### src/rtl/mul_div_unit_pkg.sv
// mul_div_unit_pkg: op encodings, FSM states and small helpers shared by the HI/LO unit.
// Latency: n/a (types and pure functions only).
// Backpressure: n/a.
package mul_div_unit_pkg;

  typedef logic [3:0] mc_t;

  // Decoder's one-hot mul_control encodings.
  localparam mc_t MC_MULT  = 4'b0001;
  localparam mc_t MC_MULTU = 4'b0010;
  localparam mc_t MC_DIV   = 4'b0100;
  localparam mc_t MC_DIVU  = 4'b1000;

  typedef enum logic [1:0] {
    ST_IDLE = 2'd0,
    ST_MUL  = 2'd1,
    ST_DIV  = 2'd2
  } state_e;

  // True when exactly one bit is set.
  function automatic logic onehot4(input mc_t v);
    return (v != 4'd0) && ((v & (v - 4'd1)) == 4'd0);
  endfunction

  // Magnitude of v when treated as signed (sgn=1), otherwise v unchanged.
  // 0x80000000 maps to itself, which is the correct unsigned magnitude.
  function automatic logic [31:0] mag32(input logic [31:0] v, input logic sgn);
    return (sgn && v[31]) ? (~v + 32'd1) : v;
  endfunction

endpackage

### src/rtl/mul_div_unit_if.sv
// mul_div_unit_if: issue/flush/register-write bundle between the execute stage and the HI/LO unit.
// Latency: n/a (wires only).
// Backpressure: busy from the unit; master must hold new HI/LO traffic while it is high.
// Ports: start, mul_control, op_a, op_b, cancel, hi_wen, lo_wen, wdata (master -> unit);
//   busy, done, hi, lo (unit -> master).
interface mul_div_unit_if;
  logic                   start;
  mul_div_unit_pkg::mc_t  mul_control;
  logic [31:0]            op_a;
  logic [31:0]            op_b;
  logic                   cancel;
  logic                   hi_wen;
  logic                   lo_wen;
  logic [31:0]            wdata;
  logic                   busy;
  logic                   done;
  logic [31:0]            hi;
  logic [31:0]            lo;

  modport master (
    output start, mul_control, op_a, op_b, cancel, hi_wen, lo_wen, wdata,
    input  busy, done, hi, lo
  );

  modport slave (
    input  start, mul_control, op_a, op_b, cancel, hi_wen, lo_wen, wdata,
    output busy, done, hi, lo
  );
endinterface

### src/rtl/mul_div_unit_div_iter.sv
// mul_div_unit_div_iter: restoring radix-2 unsigned divider core, one quotient bit per cycle.
// Latency: valid_o high ITER cycles after the start_i edge, for one cycle.
// Backpressure: none; abort_i drops the op, start_i reloads at any time.
// Ports: clk, rst (sync, active-high); start_i, abort_i; dividend_i, divisor_i in;
//   q_o, r_o, valid_o out. Divide by zero yields all-ones quotient and a meaningless remainder.
module mul_div_unit_div_iter #(
  parameter int ITER = 32
) (
  input  logic        clk,
  input  logic        rst,
  input  logic        start_i,
  input  logic        abort_i,
  input  logic [31:0] dividend_i,
  input  logic [31:0] divisor_i,
  output logic [31:0] q_o,
  output logic [31:0] r_o,
  output logic        valid_o
);
  localparam logic [5:0] LAST = 6'(ITER);

  logic [31:0] rem_q, quo_q, dvs_q;
  logic [5:0]  cnt_q;
  logic        run_q;

  logic [32:0] shifted;
  logic [32:0] diff;
  logic        fits;
  logic        last;
  logic        unused_diff_msb;

  // Partial remainder shifted left with the next dividend bit pulled in from the quotient register.
  assign shifted = {rem_q, quo_q[31]};
  assign fits    = (shifted >= {1'b0, dvs_q});
  assign diff    = shifted - {1'b0, dvs_q};
  // When the trial subtraction fits, shifted < 2*divisor so the difference always fits in 32 bits.
  assign unused_diff_msb = diff[32];
  assign last    = (cnt_q == LAST);

  always_ff @(posedge clk) begin
    if (rst) begin
      run_q <= 1'b0;
      cnt_q <= '0;
      rem_q <= '0;
      quo_q <= '0;
      dvs_q <= '0;
    end else if (start_i) begin
      run_q <= 1'b1;
      cnt_q <= '0;
      rem_q <= '0;
      quo_q <= dividend_i;
      dvs_q <= divisor_i;
    end else if (abort_i) begin
      run_q <= 1'b0;
    end else if (run_q) begin
      if (last) begin
        run_q <= 1'b0;
      end else begin
        rem_q <= fits ? diff[31:0] : shifted[31:0];
        quo_q <= {quo_q[30:0], fits};
        cnt_q <= cnt_q + 6'd1;
      end
    end
  end

  assign q_o     = quo_q;
  assign r_o     = rem_q;
  assign valid_o = run_q & last;

endmodule

### src/rtl/mul_div_unit.sv
// mul_div_unit: execute-stage HI/LO unit for MULT/MULTU/DIV/DIVU plus MTHI/MTLO writes.
// Latency: multiply MUL_LAT busy cycles, divide DIV_ITER+1 busy cycles; done pulses the cycle after.
// Backpressure: busy high while an op is in flight; upstream holds further HI/LO traffic until it drops.
// Ports: clk, rst (sync, active-high); bus (slave): start/mul_control/op_a/op_b issue, cancel flush,
//   hi_wen/lo_wen/wdata register writes; busy/done/hi/lo status and architectural registers.
module mul_div_unit
  import mul_div_unit_pkg::*;
#(
  parameter int MUL_LAT  = 2,
  parameter int DIV_ITER = 32
) (
  input logic           clk,
  input logic           rst,
  mul_div_unit_if.slave bus
);
  localparam int              CNT_W    = 6;
  localparam logic [CNT_W-1:0] MUL_LAST = CNT_W'(MUL_LAT - 1);

  state_e            state_q;
  logic              busy_q;
  logic              done_q;
  logic [CNT_W-1:0]  cnt_q;
  logic [31:0]       hi_q, lo_q;
  logic [63:0]       mul_pipe_q [MUL_LAT];
  logic              q_neg_q, r_neg_q, dvz_q;
  logic [31:0]       dvd_q;

  logic              accept, is_mul, is_signed;
  logic [63:0]       mul_a, mul_b, prod;
  logic [31:0]       quo, rem;
  logic              div_valid, div_start, div_abort;
  logic [31:0]       lo_div_d, hi_div_d;

  assign is_mul    = bus.mul_control[0] | bus.mul_control[1];
  assign is_signed = bus.mul_control[0] | bus.mul_control[2];
  // cancel in the issue cycle drops the start; malformed mul_control is silently ignored.
  assign accept    = (state_q == ST_IDLE) && bus.start && !bus.cancel && onehot4(bus.mul_control);

  // Sign- or zero-extend to 64 bits; the low 64 bits of the product are then correct for both.
  assign mul_a = {{32{is_signed & bus.op_a[31]}}, bus.op_a};
  assign mul_b = {{32{is_signed & bus.op_b[31]}}, bus.op_b};
  assign prod  = mul_a * mul_b;

  assign div_start = accept & ~is_mul;
  assign div_abort = bus.cancel & (state_q == ST_DIV);

  mul_div_unit_div_iter #(.ITER(DIV_ITER)) u_div_iter (
    .clk        (clk),
    .rst        (rst),
    .start_i    (div_start),
    .abort_i    (div_abort),
    .dividend_i (mag32(bus.op_a, is_signed)),
    .divisor_i  (mag32(bus.op_b, is_signed)),
    .q_o        (quo),
    .r_o        (rem),
    .valid_o    (div_valid)
  );

  // Sign-fix cycle: the core's magnitudes become the architectural quotient/remainder.
  // The 0x80000000/-1 overflow needs no special case: the magnitude quotient 2^31 is already
  // the required LO and the signs agree, so no negation is applied.
  assign lo_div_d = dvz_q ? 32'hFFFF_FFFF : (q_neg_q ? (~quo + 32'd1) : quo);
  assign hi_div_d = dvz_q ? dvd_q         : (r_neg_q ? (~rem + 32'd1) : rem);

  // Product enters at the issue edge and shifts one stage per cycle; cnt_q picks the write edge.
  always_ff @(posedge clk) begin
    if (accept) begin
      mul_pipe_q[0] <= prod;
    end
    for (int i = 1; i < MUL_LAT; i++) begin
      mul_pipe_q[i] <= mul_pipe_q[i-1];
    end
  end

  always_ff @(posedge clk) begin
    if (rst) begin
      state_q <= ST_IDLE;
      busy_q  <= 1'b0;
      done_q  <= 1'b0;
      cnt_q   <= '0;
      hi_q    <= '0;
      lo_q    <= '0;
      q_neg_q <= 1'b0;
      r_neg_q <= 1'b0;
      dvz_q   <= 1'b0;
      dvd_q   <= '0;
    end else begin
      done_q <= 1'b0;
      unique case (state_q)
        ST_IDLE: begin
          // Register writes land even when an op issues in the same cycle; its result overwrites later.
          if (bus.hi_wen) hi_q <= bus.wdata;
          if (bus.lo_wen) lo_q <= bus.wdata;
          if (accept) begin
            state_q <= is_mul ? ST_MUL : ST_DIV;
            busy_q  <= 1'b1;
            cnt_q   <= '0;
            q_neg_q <= is_signed & (bus.op_a[31] ^ bus.op_b[31]);
            r_neg_q <= is_signed & bus.op_a[31];
            dvz_q   <= (bus.op_b == 32'd0);
            dvd_q   <= bus.op_a;
          end
        end
        ST_MUL: begin
          if (bus.cancel) begin
            state_q <= ST_IDLE;
            busy_q  <= 1'b0;
          end else if (cnt_q == MUL_LAST) begin
            hi_q    <= mul_pipe_q[MUL_LAT-1][63:32];
            lo_q    <= mul_pipe_q[MUL_LAT-1][31:0];
            done_q  <= 1'b1;
            state_q <= ST_IDLE;
            busy_q  <= 1'b0;
          end else begin
            cnt_q <= cnt_q + 1'b1;
          end
        end
        ST_DIV: begin
          if (bus.cancel) begin
            state_q <= ST_IDLE;
            busy_q  <= 1'b0;
          end else if (div_valid) begin
            hi_q    <= hi_div_d;
            lo_q    <= lo_div_d;
            done_q  <= 1'b1;
            state_q <= ST_IDLE;
            busy_q  <= 1'b0;
          end
        end
        default: begin
          state_q <= ST_IDLE;
          busy_q  <= 1'b0;
        end
      endcase
    end
  end

  // MTHI/MTLO while busy are dropped by the datapath; this flags the upstream stall violation.
  always_ff @(posedge clk) begin
    if (!rst && busy_q) begin
      assert (!(bus.hi_wen || bus.lo_wen))
        else $warning("mul_div_unit: HI/LO write while busy was dropped");
    end
  end

  assign bus.busy = busy_q;
  assign bus.done = done_q;
  assign bus.hi   = hi_q;
  assign bus.lo   = lo_q;

endmodule

### src/flat_wrapper.sv
// flat-port wrapper written by rule: the top's interface ports become plain ports
module mul_div_unit_flat import mul_div_unit_pkg::*;
#(
  parameter int MUL_LAT  = 2,
  parameter int DIV_ITER = 32
)
  (clk, rst, bus_start, bus_mul_control, bus_op_a, bus_op_b, bus_cancel, bus_hi_wen, bus_lo_wen, bus_wdata, bus_busy, bus_done, bus_hi, bus_lo);
  mul_div_unit_if bus_i ();
  input logic clk;
  input logic rst;
  input wire logic [$bits(bus_i.start)-1:0] bus_start;
  input wire logic [$bits(bus_i.mul_control)-1:0] bus_mul_control;
  input wire logic [$bits(bus_i.op_a)-1:0] bus_op_a;
  input wire logic [$bits(bus_i.op_b)-1:0] bus_op_b;
  input wire logic [$bits(bus_i.cancel)-1:0] bus_cancel;
  input wire logic [$bits(bus_i.hi_wen)-1:0] bus_hi_wen;
  input wire logic [$bits(bus_i.lo_wen)-1:0] bus_lo_wen;
  input wire logic [$bits(bus_i.wdata)-1:0] bus_wdata;
  output wire logic [$bits(bus_i.busy)-1:0] bus_busy;
  output wire logic [$bits(bus_i.done)-1:0] bus_done;
  output wire logic [$bits(bus_i.hi)-1:0] bus_hi;
  output wire logic [$bits(bus_i.lo)-1:0] bus_lo;
  assign bus_i.start = bus_start;
  assign bus_i.mul_control = bus_mul_control;
  assign bus_i.op_a = bus_op_a;
  assign bus_i.op_b = bus_op_b;
  assign bus_i.cancel = bus_cancel;
  assign bus_i.hi_wen = bus_hi_wen;
  assign bus_i.lo_wen = bus_lo_wen;
  assign bus_i.wdata = bus_wdata;
  assign bus_busy = bus_i.busy;
  assign bus_done = bus_i.done;
  assign bus_hi = bus_i.hi;
  assign bus_lo = bus_i.lo;
  mul_div_unit #(.MUL_LAT(MUL_LAT), .DIV_ITER(DIV_ITER)) u_core (.clk(clk), .rst(rst), .bus(bus_i));
endmodule
### config.mk
export PLATFORM = sky130hd
export DESIGN_NAME = mul_div_unit_flat
export DESIGN_NICKNAME = d
export VERILOG_FILES = /design/src/rtl/mul_div_unit_pkg.sv /design/src/rtl/mul_div_unit_if.sv /design/src/rtl/mul_div_unit_div_iter.sv /design/src/rtl/mul_div_unit.sv /design/src/flat_wrapper.sv
export SDC_FILE = /design/constraint.sdc
export NUM_CORES = 2
export LEC_CHECK = 0
export CAP_MARGIN = 20
export CELL_PAD_IN_SITES_DETAIL_PLACEMENT = 1
export CELL_PAD_IN_SITES_GLOBAL_PLACEMENT = 1
export CORE_ASPECT_RATIO = 0.8
export CORE_MARGIN = 5
export CORE_UTILIZATION = 50
export CTS_BUF_LIST = sky130_fd_sc_hd__clkbuf_4
export DETAILED_ROUTE_END_ITERATION = 6
export HOLD_SLACK_MARGIN = 0.08
export PLACE_DENSITY_LB_ADDON = 0.05
export SETUP_SLACK_MARGIN = 0.2
export SKIP_LAST_GASP = 1
export SLEW_MARGIN = 20
export SYNTH_ARGS = -nofsm -noshare
export SYNTH_HDL_FRONTEND = slang
export SYNTH_HIERARCHICAL = 1
export SYNTH_SLANG_ARGS = --single-unit
export TNS_END_PERCENT = 30
### constraint.sdc
create_clock -name clk -period 11.2 [get_ports clk]
set_clock_uncertainty 0.05 [all_clocks]
set_input_delay 1.68 -clock clk [delete_from_list [all_inputs] [get_ports clk]]
set_output_delay 1.68 -clock clk [all_outputs]
set_load 0.05 [all_outputs]
---- Yosys cells after proc, flatten, opt, wreduce, memory -nomap -nowiden ----
Memories as Yosys holds them, arrays and structs flattened.
Index checks and enable logic that the tools add are counted.
storage, ports and cells
  input bits .............................. 106
  memories ................................ 1
  bits in writable memories ............... 128
  register bits ........................... 212
memories
  name               depth  width  read ports  clocked after memory_dff  wr ports  RTL line            text
  u_core.mul_pipe_q  2      64     2           0                         2         mul_div_unit.sv:24  logic [63:0] mul_pipe_q [MUL_LAT];
cells by class
  eq/ne operators ......................... 16
  multiply operators ...................... 1
  magnitude comparators ................... 1
  add/sub/neg operators ................... 8
  reductions and logical operators ........ 22
  muxes and demuxes ....................... 51
  bitwise operators ....................... 17
operator list
  operator                                                number
  2-to-1 mux 32 bit                                       21
  case mux 32 bit (3 select lines)                        2
  adder 32 x 1 -> 32 bit (second input constant)          4
  inverter 32 bit                                         4
  multiplier 33 x 33 -> 64 bit                            1
  greater-or-equal comparator 33 x 32 -> 1 bit            1
  logical NOT 32 bit                                      1
  subtractor 32 bit                                       1
  2-to-1 mux 6 bit                                        3
  2-to-1 mux 1 bit                                        15
  adder 6 x 1 -> 6 bit (second input constant)            2
  2-to-1 mux 2 bit                                        6
  case mux 6 bit (2 select lines)                         1
  AND reduction 6 bit                                     2
  inequality test 2 x 1 -> 1 bit (second input constant)  5
  inequality test 2 bit (second input constant)           5
  AND reduction 3 bit                                     3
  AND 1 bit                                               6
  equality test 6 x 1 -> 1 bit (second input constant)    1
  equality test 6 bit (second input constant)             1
  logical AND 1 bit                                       6
  inequality test 3 x 2 -> 1 bit (second input constant)  2
  case mux 2 bit (3 select lines)                         1
  AND 4 bit                                               1
  other kinds (17)                                        21

---- Depth between registers and ports, before layout ----
  word-level depth ........................ 8
  gate-level depth with buffers ........... 33
  depth with buffers taken out ............ 29

---- Cells and area by module ----
The synthesis kept the hierarchy.
modules (own cells, without submodules)
  module                 instances  cells an instance  sequential area each (um2)  area each (um2)
  mul_div_unit           1          5567               5385.2                      49231.0
  mul_div_unit_div_iter  1          793                2062.0                      6195.9

---- Worst setup path before layout ----
OpenSTA, ideal clock, no wires.
  path kind ............................... input to register
  start point ............................. input bus_mul_control[0]
  end point ............................... memory u_core.mul_pipe_q[0][63] (data pin)
  buffers on the path ..................... 4
  arrival time ............................ 9.257 ns
  path slack .............................. 1.631 ns
  cell stages on the path ................. 31
  cell sequence ........................... clkbuf_1 > nor2_1 > nor2b_1 > clkbuf_1 > clkbuf_1 > nand2_1 > inv_1 > fa_1 > fa_1 > fa_1 > inv_1 > fa_1 > inv_1 > fa_1 > fa_1 > inv_1 > fa_1 > inv_1 > fa_1 > ha_1 > clkbuf_1 > a21oi_1 > o211ai_1 > a21oi_1 > a211oi_1 > a2111o_1 > a31oi_1 > o31ai_1 > a21oi_1 > o21ai_0 > xnor2_1
RTL lines
  what             RTL line            text
  start, declared  flat_wrapper.sv:12  input wire logic [$bits(bus_i.mul_control)-1:0] bus_mul_control;
  end, declared    mul_div_unit.sv:24

==> out/results.md <==
• 64 — number of enable-type register cells in the synthesized netlist
• 48.23k — number of global-route vias before repair
• 3 — H-tree depth reported by CTS
• 15 — Worst Path Max Fanout
• 0 — post-detailed-route DRC marker count
• 0% — proportion of synthesized flip-flops having asynchronous set or reset
• 109 — Rows
• 84 — library cells used by synthesis
• 0 — max-cap viol count
• 158.3 mm — Post-DP HPWL
• 50.24% — Starting Density
• 95 — pin count of the biggest net entering global routing
• 117,700 um^2 — die area
• 20.75% — headroom to the max-slew limit
• input port to register — worst setup path class
• 3 — worst-case clock buffer depth
• 33.73% — GRT Resource Usage Total
• 0.9480 — weighted congestion reported at the end of routability-driven placement
• completed — result of the run
• 5.634 — vias per inst
• sky130_fd_sc_hd__fa_1, sky130_fd_sc_hd__dfxtp_1, sky130_fd_sc_hd__inv_1 — top cells by area in the synthesized netlist
• 300.0 mm — global-route wire length before repair
• 8.715 um^2 — Post-Syn Area per Cell
• sky130_fd_sc_hd__dfxtp_1 — main flop type after synthesis
• 6 — Yosys warning count
• 5.510% — fraction of final layout cells sized beyond drive strength 1
• 40.67% — fraction of synthesized cell area taken by the top area cell type
• 110,300 um^2 — core region area
• 6.768% — area delta synth->final
• 98.04 MHz — highest clock frequency the design can meet
• 0 — Detail Route Antenna Nets
• sky130_fd_sc_hd__fa_1 — most numerous cell on the critical path
• sky130_fd_sc_hd__fa_1 — post-synth top area cell
• 7,677 — number of placed cells counting well taps
• 5 — Pre-antenna DRT Iters
• 58,050 um^2 — area of placed instances
• 382.2 um — Die W
• 7,849 — Syn Nets
• built — clock tree from TritonCTS
• 55,430 um^2 — Synth Cell Area
• 0.2477 ns — worst hold slack across all endpoints
• 0 — # setup viols final
• 0 — max-slew violation count
• 0.07 ns — clk slew on worst S/H paths
• 7,807 — # nets final
• 0 ns — Post-Route Setup TNS
• 28 — antenna violations before repair
• 307.8 um — die height
• 25.03 um — routed wirelength normalized by instance count
• false — setup repair after global routing missed its margin
• 0 — GRT overflow
• 44.22k — count of vias placed by the detailed router
• sky130_fd_sc_hd__inv_1, sky130_fd_sc_hd__fa_1, sky130_fd_sc_hd__nand2_1, sky130_fd_sc_hd__a21oi_1, sky130_fd_sc_hd__nor2_1 — most frequent cells in the layout
• 10.20 ns — final critical-path required period
• 340 — #FFs+latches synth
• 0 — post-CTS resize count
• 0 — number of buffers inserted by post-CTS setup repair
• input port — critical path startpoint category
• sky130_fd_sc_hd__clkdlybuf4s50_1 — cell at the slowest stage of the critical path
• 196.4 mm — aggregate routed wire length
• 0.68 ns — worst stage delay on the critical path
• 340 — CTS Sinks
• 59,180 um^2 — total non-filler cell area in the finished layout
• 0.86 ns — Clk Latency, worst-skew pair
• 1.189 ns — Worst Max-Slew Pin Slew
• 82 — clock buffers created by TritonCTS
• 7,848 — non-filler instance count after layout
• 0 — quantity of hold-fixing buffers added after cts
• 13.44% — sequential-to-total area share from yosys stat
• 13.00k — number of inserted filler cells in the final layout
• sky130_fd_sc_hd__inv_1 — most common library cell in the layout ignoring fill and taps
• register to register — type of the worst min-delay path
• register — Critical Path Sink Type
• sky130_fd_sc_hd__clkbuf_4 — clock tree root driver cell
• 3,177 — violation count after the first detailed-route iteration
• 0 — total count of hold-check failures in the final report
• 171 — Buffers on Ports
• 11.75 ns — Req. time, crit path
• 91.07% — post-route clock period utilization
• 10.75 ns — data arrival time at the worst-slack endpoint
• 6,360 — post-synthesis instance total
• 172 — Top-Level Pins
## layer usage
| metal | vias up | global-route usage (%) | share of wire (%) |
|---|---|---|---|
| met1 | 23240 | 46.67 | 43 |
| met2 | 1419 | 55.20 | 47 |
| met4 | 6 | 11.48 | 3.7 |
| met3 | 310 | 4.589 | 5.8 |
| li1 | 19240 | - | - |
| met5 | - | 0 | 0.019 |
## kinds of logic (layout without fill, tap and decap cells)
group | Yosys count | in the layout | share of synthesized area [%]
adder cells (fa/ha/maj) | 1383 | 1383 | 46.47
AND/OR/NAND/NOR | 1882 | 1882 | 14.95
buffers and inverters | 1670 | 1698 | 11.46
multiplexers | 61 | 61 | 1.106
AO/OA/AOI/OAI | 793 | 793 | 8.928
other | 0 | 17 | 0
XOR/XNOR | 231 | 231 | 3.650
flip-flops | 340 | 340 | 13.44
## cells in the mapped netlist, types with 20 or more instances
cell type                  instances
sky130_fd_sc_hd__a21oi_1         319
sky130_fd_sc_hd__a21o_1           53
sky130_fd_sc_hd__o31ai_1          26
sky130_fd_sc_hd__nand2b_1         23
sky130_fd_sc_hd__and2_1          261
sky130_fd_sc_hd__fa_1           1126
sky130_fd_sc_hd__nand2_1        1094
sky130_fd_sc_hd__clkbuf_1        314
sky130_fd_sc_hd__dfxtp_1         276
sky130_fd_sc_hd__mux2i_1          59
sky130_fd_sc_hd__inv_1          1259
sky130_fd_sc_hd__buf_1            75
sky130_fd_sc_hd__nand4_1          29
sky130_fd_sc_hd__a311oi_1         45
sky130_fd_sc_hd__ha_1            257
sky130_fd_sc_hd__xnor2_1         131
sky130_fd_sc_hd__o21bai_1         20
sky130_fd_sc_hd__nor3_1           31
sky130_fd_sc_hd__o21ai_0         172
sky130_fd_sc_hd__nor2_1          305
sky130_fd_sc_hd__nand3_1          43
sky130_fd_sc_hd__edfxtp_1         64
sky130_fd_sc_hd__xor2_1          100
## sequential cells by signal, indices dropped and copies added, names as in the netlist, 2 cells and up
| signal | cells |
|---|---|
| u_core/bus.hi | 32 |
| u_core/bus.lo | 32 |
| u_core/cnt_q | 6 |
| u_core/dvd_q | 32 |
| u_core/mul_pipe_q | 128 |
| u_core/state_q | 2 |
| u_core/u_div_iter/cnt_q | 6 |
| u_core/u_div_iter/dvs_q | 32 |
| u_core/u_div_iter/q_o | 32 |
| u_core/u_div_iter/r_o | 32 |
## worst max-delay path: cells and delay by family
| family | cells | cell delay [ns] |
|---|---|---|
| simple gates | 3 | 0.81 |
| xor+xnor | 1 | 0.14 |
| buf+inv | 6 | 1.49 |
| fa+ha+maj | 9 | 4.57 |
| compound gates | 9 | 2.00 |
## final timing paths
path                                                 start  slack, ns                        end  depth (start not counted)
worst max-delay path                    bus_mul_control[0]       1.00   u_core/mul_pipe_q[0][63]                         28
worst min-delay path              u_core/mul_pipe_q[0][47]       0.25  u_core/mul_pipe_q[0][111]                          0
worst max register to register  u_core/u_div_iter/cnt_q[0]       6.72          u_core/bus.hi[19]                         13
worst min register to register    u_core/mul_pipe_q[0][47]       0.25  u_core/mul_pipe_q[0][111]                          0
## cell type report
class                      count  area, um^2  share of cell area, %
timing repair buffer         284        2379                  4.019
antenna                       17       42.54                0.07189
clock inverter                36       195.2                 0.3298
sequential                   340        7448                  12.59
multi-input combinational   4350       41690                  70.45
tap                         1443        1805                  3.051
clock buffer                 118       885.9                  1.497
inverter                    1260        4732                  7.996
## metrics by stage
stage	setup WS (ns)	utilization, %
floorplan	1.631	-
global placement	0.5362	52.61
detailed placement	0.1949	52.62
CTS	1.137	53.60
global route	0.7205	53.63
finish	1.000	53.64
Power is left out: the tool's default activity adds up to more than one toggle a clock period on the data nets, which glitch-free logic cannot reach.
